### src/rtl/fp_dot_feeder_pkg.sv
// Shared FSM state encoding and FP32 constants for the dot-product feeder.
package fp_dot_feeder_pkg;

  typedef enum logic [2:0] {
    S_IDLE,
    S_ISSUE,
    S_PAD,
    S_DRAIN,
    S_WAIT,
    S_OUT
  } state_t;

  localparam logic [31:0] FP32_ZERO = 32'h0000_0000;

endpackage

### src/rtl/fp_dot_beat_gen.sv
// Request-side beat/group counters: tags each issued beat as pad, accumulate or final
// so the top can pipeline the tags alongside the RAM read data.
module fp_dot_beat_gen #(
  parameter int LEN_W = 16,
  parameter int LANES = 8
) (
  input  logic             aclk,
  input  logic             aresetn,
  input  logic             start,
  input  logic             step,
  input  logic [LEN_W-1:0] len,
  output logic             req_pad,
  output logic             req_acc,
  output logic             req_last,
  output logic             real_last
);

  localparam int LANE_W = (LANES > 1) ? $clog2(LANES) : 1;
  localparam logic [LANE_W-1:0] LANE_MAX = LANE_W'(LANES - 1);
  localparam logic [LEN_W:0] ONE = 1;

  logic [LEN_W:0]    idx;
  logic [LEN_W:0]    len_ext;
  logic [LEN_W:0]    group;
  logic [LANE_W-1:0] lane;

  always_ff @(posedge aclk or negedge aresetn) begin
    if (!aresetn) begin
      idx     <= '0;
      len_ext <= '0;
      group   <= '0;
      lane    <= '0;
    end else if (start) begin
      idx     <= '0;
      len_ext <= {1'b0, len};
      group   <= '0;
      lane    <= '0;
    end else if (step) begin
      idx <= idx + ONE;
      if (lane == LANE_MAX) begin
        lane  <= '0;
        group <= group + ONE;
      end else begin
        lane <= lane + LANE_W'(1);
      end
    end
  end

  assign req_pad   = (idx >= len_ext);
  assign real_last = ((idx + ONE) == len_ext);
  // The vector ends on the last lane of the group that holds (or follows) the final real pair.
  assign req_last  = (lane == LANE_MAX) && ((idx + ONE) >= len_ext);
  assign req_acc   = (group != '0);

endmodule

### src/rtl/fp_dot_feeder.sv
// Transmit side of the FP32 dot-product interface: fetches A/B pairs, pads to whole
// multiplier groups, streams them one per cycle, then collects and returns the result.
module fp_dot_feeder
  import fp_dot_feeder_pkg::*;
#(
  parameter int ADDR_W  = 10,
  parameter int LEN_W   = 16,
  parameter int LANES   = 8,
  parameter int TIMEOUT = 1024
) (
  input  logic              aclk,
  input  logic              aresetn,
  input  logic              cmd_valid,
  output logic              cmd_ready,
  input  logic [ADDR_W-1:0] cmd_base_a,
  input  logic [ADDR_W-1:0] cmd_base_b,
  input  logic [LEN_W-1:0]  cmd_len,
  input  logic [31:0]       cmd_bias,
  input  logic              cmd_bias_en,
  output logic [ADDR_W-1:0] ram_a_addr,
  output logic [ADDR_W-1:0] ram_b_addr,
  output logic              ram_rd_en,
  input  logic [31:0]       ram_a_data,
  input  logic [31:0]       ram_b_data,
  output logic [31:0]       in_A,
  output logic [31:0]       in_B,
  output logic              in_valid,
  output logic              in_acc_sign,
  output logic              finish,
  output logic [31:0]       custom_last,
  output logic              en_custom_last,
  input  logic [31:0]       result_all,
  input  logic              sendable,
  output logic [31:0]       res_data,
  output logic              res_valid,
  input  logic              res_ready,
  output logic              busy,
  output logic              err
);

  localparam int TO_W = $clog2(TIMEOUT + 1);
  localparam logic [TO_W-1:0] TO_MAX = TO_W'(TIMEOUT - 1);

  state_t          state;
  logic [TO_W-1:0] to_cnt;
  logic            accept;
  logic            step;
  logic            req_pad, req_acc, req_last, real_last;
  logic            s1_valid, s1_pad, s1_acc, s1_last;

  assign accept    = (state == S_IDLE) && cmd_valid && (cmd_len != '0);
  assign step      = (state == S_ISSUE) || (state == S_PAD);
  assign cmd_ready = (state == S_IDLE);
  assign busy      = (state != S_IDLE);

  fp_dot_beat_gen #(
    .LEN_W (LEN_W),
    .LANES (LANES)
  ) u_beat_gen (
    .aclk      (aclk),
    .aresetn   (aresetn),
    .start     (accept),
    .step      (step),
    .len       (cmd_len),
    .req_pad   (req_pad),
    .req_acc   (req_acc),
    .req_last  (req_last),
    .real_last (real_last)
  );

  // Stage 1 carries beat tags while the RAM returns data; stage 2 is the output register.
  always_ff @(posedge aclk or negedge aresetn) begin
    if (!aresetn) begin
      s1_valid    <= 1'b0;
      s1_pad      <= 1'b0;
      s1_acc      <= 1'b0;
      s1_last     <= 1'b0;
      in_valid    <= 1'b0;
      in_A        <= FP32_ZERO;
      in_B        <= FP32_ZERO;
      in_acc_sign <= 1'b0;
      finish      <= 1'b0;
    end else begin
      s1_valid    <= step;
      s1_pad      <= req_pad;
      s1_acc      <= req_acc;
      s1_last     <= step && req_last;
      in_valid    <= s1_valid;
      in_A        <= (s1_valid && !s1_pad) ? ram_a_data : FP32_ZERO;
      in_B        <= (s1_valid && !s1_pad) ? ram_b_data : FP32_ZERO;
      in_acc_sign <= s1_valid && s1_acc;
      finish      <= s1_valid && s1_last;
    end
  end

  always_ff @(posedge aclk or negedge aresetn) begin
    if (!aresetn) begin
      state          <= S_IDLE;
      to_cnt         <= '0;
      ram_a_addr     <= '0;
      ram_b_addr     <= '0;
      ram_rd_en      <= 1'b0;
      custom_last    <= FP32_ZERO;
      en_custom_last <= 1'b0;
      res_data       <= '0;
      res_valid      <= 1'b0;
      err            <= 1'b0;
    end else begin
      err <= 1'b0;
      case (state)
        S_IDLE: begin
          if (cmd_valid && (cmd_len == '0)) begin
            err <= 1'b1;
          end else if (accept) begin
            ram_a_addr     <= cmd_base_a;
            ram_b_addr     <= cmd_base_b;
            ram_rd_en      <= 1'b1;
            custom_last    <= cmd_bias_en ? cmd_bias : FP32_ZERO;
            en_custom_last <= cmd_bias_en;
            state          <= S_ISSUE;
          end
        end
        S_ISSUE: begin
          if (real_last) begin
            ram_rd_en <= 1'b0;
            state     <= req_last ? S_DRAIN : S_PAD;
          end else begin
            ram_a_addr <= ram_a_addr + ADDR_W'(1);
            ram_b_addr <= ram_b_addr + ADDR_W'(1);
          end
        end
        S_PAD: begin
          if (req_last) state <= S_DRAIN;
        end
        S_DRAIN: begin
          if (finish) begin
            to_cnt <= '0;
            state  <= S_WAIT;
          end
        end
        S_WAIT: begin
          if (sendable) begin
            res_data  <= result_all;
            res_valid <= 1'b1;
            state     <= S_OUT;
          end else if (to_cnt == TO_MAX) begin
            err            <= 1'b1;
            custom_last    <= FP32_ZERO;
            en_custom_last <= 1'b0;
            state          <= S_IDLE;
          end else begin
            to_cnt <= to_cnt + TO_W'(1);
          end
        end
        S_OUT: begin
          if (res_ready) begin
            res_valid      <= 1'b0;
            custom_last    <= FP32_ZERO;
            en_custom_last <= 1'b0;
            state          <= S_IDLE;
          end
        end
        default: state <= S_IDLE;
      endcase
    end
  end

endmodule

### config.mk
export PLATFORM = sky130hd
export DESIGN_NAME = fp_dot_feeder
export DESIGN_NICKNAME = d
export VERILOG_FILES = /design/src/rtl/fp_dot_feeder_pkg.sv /design/src/rtl/fp_dot_beat_gen.sv /design/src/rtl/fp_dot_feeder.sv
export SDC_FILE = /design/constraint.sdc
export NUM_CORES = 1
export LEC_CHECK = 0
export ABC_AREA = 1
export BUFFER_PORTS_ARGS = -buffer_cell sky130_fd_sc_hd__clkbuf_2
export CORE_ASPECT_RATIO = 0.75
export CORE_UTILIZATION = 52
export CTS_CLUSTER_SIZE = 30
export DETAILED_ROUTE_END_ITERATION = 8
export PLACE_DENSITY = 0.78
export SLEW_MARGIN = 15
export SYNTH_ARGS = -nofsm -noshare
export SYNTH_HDL_FRONTEND = slang
export SYNTH_SLANG_ARGS = --single-unit
export TNS_END_PERCENT = 20
### constraint.sdc
create_clock -name aclk -period 3.4 [get_ports aclk]
set_clock_uncertainty 0.1 [all_clocks]
set_input_delay 0 -clock aclk [delete_from_list [all_inputs] [get_ports aclk]]
set_output_delay 0 -clock aclk [all_outputs]
set_load 0.1 [all_outputs]
# == Yosys cells after proc, flatten, opt, wreduce, memory -nomap -nowiden ==
# Index checks and enable logic that the tools add are counted.
# word_totals
reg_bits,226
latch_bits,0
ram_bits,0
mem_bits_ro,0
input_bits,170
out_inout_bits,157
elab_cells,135
n_memories,0
# op_classes
add_sub_neg,6
n_mul,0
div,0
order_cmp,2
eq_ne,20
n_shift,0
n_mux,55
n_bitwise,0
reduce_logical,29
# op_table
op,n
2-to-1 mux 32 bit,8
case mux 32 bit (3 select lines),1
2-to-1 mux 17 bit,5
2-to-1 mux 10 bit,6
case mux 10 bit (2 select lines),2
"adder 17 x 1 -> 17 bit, second input constant",2
greater-or-equal comparator 17 x 16 -> 1 bit,2
2-to-1 mux 11 bit,3
2-to-1 mux 3 bit,11
case mux 11 bit (2 select lines),1
"adder 10 x 1 -> 10 bit, second input constant",2
"!= test 2 bit, second input constant",10
case mux 3 bit (6 select lines),1
equality test 17 x 16 -> 1 bit,1
nonzero test 17 bit,1
logical NOT 16 bit,1
nonzero test 16 bit,1
2-to-1 mux 1 bit,13
AND reduction 4 bit,3
"adder 11 x 1 -> 11 bit, second input constant",1
"equality test 11 x 10 -> 1 bit, second input constant",1
nonzero test 2 bit,5
"equality test 3 bit, second input constant",3
logical AND 1 bit,8
15 further kinds,20

# == Logic depth before layout (Yosys ltp) ==
# logic_depth
ltp_word,6
ltp_mapped,21
ltp_nobuf,21

# == Hierarchy ==
# From an unflattened synthesis, not the netlist that was laid out.
# hier_totals
cells_unflattened,1241
area_unflattened_um2,10933.0
# by_module_without_submodules
module,n_inst,cells_each,area_per_inst_um2,seq_area_each_um2
fp_dot_feeder,1,776,7400.8,4329.2
fp_dot_beat_gen,1,465,3532.1,1326.3

# == Worst setup path before layout ==
# No wires, ideal clock.
# synth_timing
path_type,reg-to-reg
from,reg state[0]
to,reg ram_a_addr[5]
setup_ns,0.130
t_arrival_ns,2.813
t_required_ns,3.170
path_slack_ns,0.357
stages_incl_launch_ff,13
path_buffers,2
period_less_slack_ns,3.043
cell_sequence,dfrtp_1 -> buf_6 -> nor2_1 -> nand2_1 -> inv_1 -> nand2_1 -> nand2_1 -> inv_1 -> nand2_4 -> clkinv_4 -> buf_8 -> o211ai_1 -> o21ai_0
# synth_between
elab_chain_len,5
word_cells_on_any_way,10
classes_between,eq/ne (4); mux (1); reduce/logical (5)
# synth_lines
item,line,text
start: declaration,fp_dot_feeder.sv:44,state_t state;
start signal: assignment,fp_dot_feeder.sv:126,state <= req_last ? S_DRAIN : S_PAD;
logical NOT 3 bit *,n/a,
named net cmd_ready,fp_dot_feeder.sv:14,"output logic cmd_ready,"
logical AND 1 bit (2 in series),fp_dot_feeder.sv:51,assign accept = (state == S_IDLE) && cmd_valid && (cmd_len != '0);
!= test 2 x 1 -> 1 bit (no source line),n/a,
AND reduction 4 bit (no source line),n/a,
end signal: assignment,fp_dot_feeder.sv:115,ram_a_addr <= cmd_base_a;
end signal: assignment,fp_dot_feeder.sv:128,ram_a_addr <= ram_a_addr + ADDR_W'(1);
end: declaration,fp_dot_feeder.sv:20,"output logic [ADDR_W-1:0] ram_a_addr,"
# The timed path passes the listed nets; every way through them passes the cells marked *.
# A chain may end at the register's enable or synchronous reset.

# == Final worst setup path ==
# layout_timing
from,reg u_beat_gen.idx[0]
to,reg ram_a_addr[6]
# layout_between
elab_chain_len,4
# layout_lines
item,line,text
start: declaration,fp_dot_beat_gen.sv:22,logic [LEN_W:0] idx;
start signal: assignment,fp_dot_beat_gen.sv:39,idx <= idx + ONE;
adder 17 x 1 -> 17 bit,fp_dot_beat_gen.sv:50,assign real_last = ((idx + ONE) == len_ext);
equality test 17 x 16 -> 1 bit,fp_dot_beat_gen.sv:50,
!= test 2 bit (no source line),n/a,
AND reduction 4 bit (no source line),n/a,
# No other way between the ends.

==> flow_metrics.env <==
export IMPL_dieArea_um2=21300
export IMPL_gr_total_overflow=0
export IMPL_place_congestion=0.895
export IMPL_setup_violations=0
export IMPL_violations="hold timing"
export IMPL_synth_top_area_share_pct=52.6
export IMPL_ant_nets=0
export IMPL_async_reset_ff_share_pct=100
export IMPL_cts_root_buf="clkbuf_16"
export IMPL_status="finished with violations"
export IMPL_grt_max_degree=90
export IMPL_synth_fp_nets=1383
export IMPL_synth_common_cells="dfrtp_1, nand2_1, inv_1, nor2_1, nand3_1"
export IMPL_synth_avg_cell_area_um2=9.17
export IMPL_drive_gt1_share_pct=26.6
export IMPL_timing_fmax_ghz=0.325
export IMPL_ys_flop_type="dfrtp_1"
export IMPL_worstSetupPathType="reg2reg"
export IMPL_die_width_um=168
export IMPL_grt_setup_unrepaired="no"
export IMPL_grt_util_all_layers_pct=32.7
export IMPL_htree_num_levels=1
export IMPL_max_cap_violations=0
export IMPL_core_um2=20300
export IMPL_synth_most_common_cell="dfrtp_1"
export IMPL_wl_per_cell_um=17.9
export IMPL_fin_crit_sh_pct=90.6
export IMPL_io_buffers=326
export IMPL_grt_antenna_before_repair=1
export IMPL_synth_edf_count=0
export IMPL_path_cells="ha_1 -> nand2_1 -> nor2_2 -> nand2_2 -> nor2_4 -> inv_1 -> nor2_1 -> nand2_1 -> xor2_1 -> inv_1 -> ha_1 -> and3_1 -> nand3_1 -> nor2_2 -> nand3_2 -> nand2_4 -> inv_8 -> o211ai_1 -> o21ai_1"
export IMPL_fill_cells=1280
export IMPL_nets=1872
export IMPL_grt_pass1_wl_um=54700
export IMPL_dpl_hpwl_um=20800
export IMPL_initial_core_util_pct=53.0
export IMPL_syn_area_um2=10800
export IMPL_clock_path_buffers=3
export IMPL_arrival_ps=3370
export IMPL_cpPeakStageDelay_ps=430
export IMPL_num_rows=45
export IMPL_clk_pin_slew_ps=60
export IMPL_ys_warn_count=0
export IMPL_viasPerCell=5.34
export IMPL_worst_pin_slew_ps=903
export IMPL_tns_ps=0
export IMPL_yosysTopAreaCell="dfrtp_1"
export IMPL_crit_path_top_delay_cell="dfrtp_1"
export IMPL_drt_iter0_drc=726
export IMPL_utilization_pct=74.1
export IMPL_hold_slack_ps=-19.7
export IMPL_drt_wl_total_um=34700
export IMPL_io_pins=327
export IMPL_cts_tree="done"
export IMPL_critPathMaxFanout=28
export IMPL_ys_seq_area_share_pct=52.6
export IMPL_finalMaxSlewViolations=0
export IMPL_dr_pass1_iters=5
export IMPL_r2r_setup_slack_ps=320
export IMPL_synth_cell_type_count=52
export IMPL_vias=10300
export IMPL_dieHeight_um=127
export IMPL_cp_end_kind="register"
export IMPL_crit_path_start_kind="register"
export IMPL_numCtsBuffers=23
export IMPL_hold_path_class="in2async"
export IMPL_clk_latency_ps=520
export IMPL_drc=0
export IMPL_syn_inst=1173
export IMPL_required_ps=3690
export IMPL_hold_viol_final=12
export IMPL_ys_top_cells_by_area="dfrtp_1, nand2_1, inv_1"
export IMPL_maxSlewHeadroom_pct=39.6
export IMPL_synth_seq_cells=226
export IMPL_grt_pass1_vias=10600
export IMPL_cts_num_sinks=226
export IMPL_area_delta_synth_final_pct=39.6
export IMPL_period_minus_slack_ps=3080
==> worst max-delay path, delay by kind of cell, from the launching register on <==
family | cells | cell delay, ps
simple gates | 11 | 1290
fa+ha+maj | 2 | 500
flops | 1 | 430
compound gates | 2 | 240
buf+inv | 3 | 210
xor+xnor | 1 | 170
==> final cells by class <==
cell class              count  area (um2)  area share (%)
clock inverters             8         119           0.792
clock buffers              31         626            4.17
well taps                 258         323            2.15
flip-flops and latches    226        5660            37.7
multi-input cells         717        4150            27.7
inverters                 190         723            4.82
repair buffers            504        3410            22.7
diodes                      1        2.50          0.0167
==> sequential cells by signal, indices dropped and copies added (netlist names), 11 cells and up <==
register            flops
res_data               32
to_cnt                 11
u_beat_gen.idx         17
u_beat_gen.group       17
custom_last            32
in_A                   32
in_B                   32
u_beat_gen.len_ext     16
==> per-stage QoR <==
stage | hold slack [ps] | cells | setup WS, ps | cell area (um2)
floorplan | -396 | 1173 | 357 | 10800
global placement | -36.5 | 1727 | 320 | 12600
detailed placement | -39.2 | 1727 | 179 | 12600
CTS | 15.7 | 1934 | 184 | 15000
global route | 58.6 | 1935 | 31.1 | 15000
finish | -19.7 | 1935 | 321 | 15000
==> final timing paths <==
path / from / end / cells past startpoint
max: u_beat_gen.idx[0]$_DFFE_PN0P_ / ram_a_addr[6]$_DFFE_PN0P_ / 19
min in group aclk: cmd_valid / u_beat_gen.group[13]$_DFFE_PN0P_ / 7
max reg2reg: u_beat_gen.idx[0]$_DFFE_PN0P_ / ram_a_addr[6]$_DFFE_PN0P_ / 19
min reg2reg: s1_last$_DFF_PN0_ / finish$_DFF_PN0_ / 2
max in group asynchronous: aresetn / u_beat_gen.len_ext[15]$_DFFE_PN0P_ / 3
min: aresetn / u_beat_gen.len_ext[6]$_DFFE_PN0P_ / 2
==> cell usage in the layout, fill, tap and decap left out, drive strengths merged, types with 11 or more instances in the layout <==
| master | count |
|---|---|
| clkbuf | 356 |
| dlygate4sd3 | 168 |
| nand3 | 72 |
| buf | 11 |
| xor2 | 32 |
| nand2 | 194 |
| ha | 40 |
| nand4 | 18 |
| inv | 191 |
| dfrtp | 226 |
| o21ai | 96 |
| a21oi | 24 |
| mux2 | 32 |
| nor2 | 122 |
| nor3 | 24 |
==> cells by family (layout without fill, tap and decap cells) <==
| family | count (synthesis) | count (layout) | share of synthesized area (%) |
|---|---|---|---|
| flip-flops | 226 | 226 | 52.6 |
| multiplexers | 32 | 32 | 3.35 |
| buffers and inverters | 230 | 733 | 8.84 |
| AND/OR/NAND/NOR | 447 | 447 | 18.6 |
| adder cells (fa/ha/maj) | 40 | 40 | 4.65 |
| other | 0 | 1 | 0 |
| XOR/XNOR | 33 | 33 | 2.76 |
| AO/OA/AOI/OAI | 165 | 165 | 9.23 |
==> metal layers <==
metal	share of wire [%]	GRT usage, %	wire, um	vias up
li1	-	-	-	4755
met1	39	39.3	13600	4923
met2	47	54.4	16400	502
met3	8.3	8.55	2860	149
met4	5.3	17.4	1840	0
met5	0	0	0	-
==> what timing repair did <==
action,in CTS,in global routing
buffers inserted,0,0
gates resized for setup,0,2
setup endpoints to repair,0,15
endpoints found under the hold margin,279,0
hold buffers,168,0
Power is not shown: default switching activity piles up to over one toggle a cycle in this logic, so the estimate is an artifact.
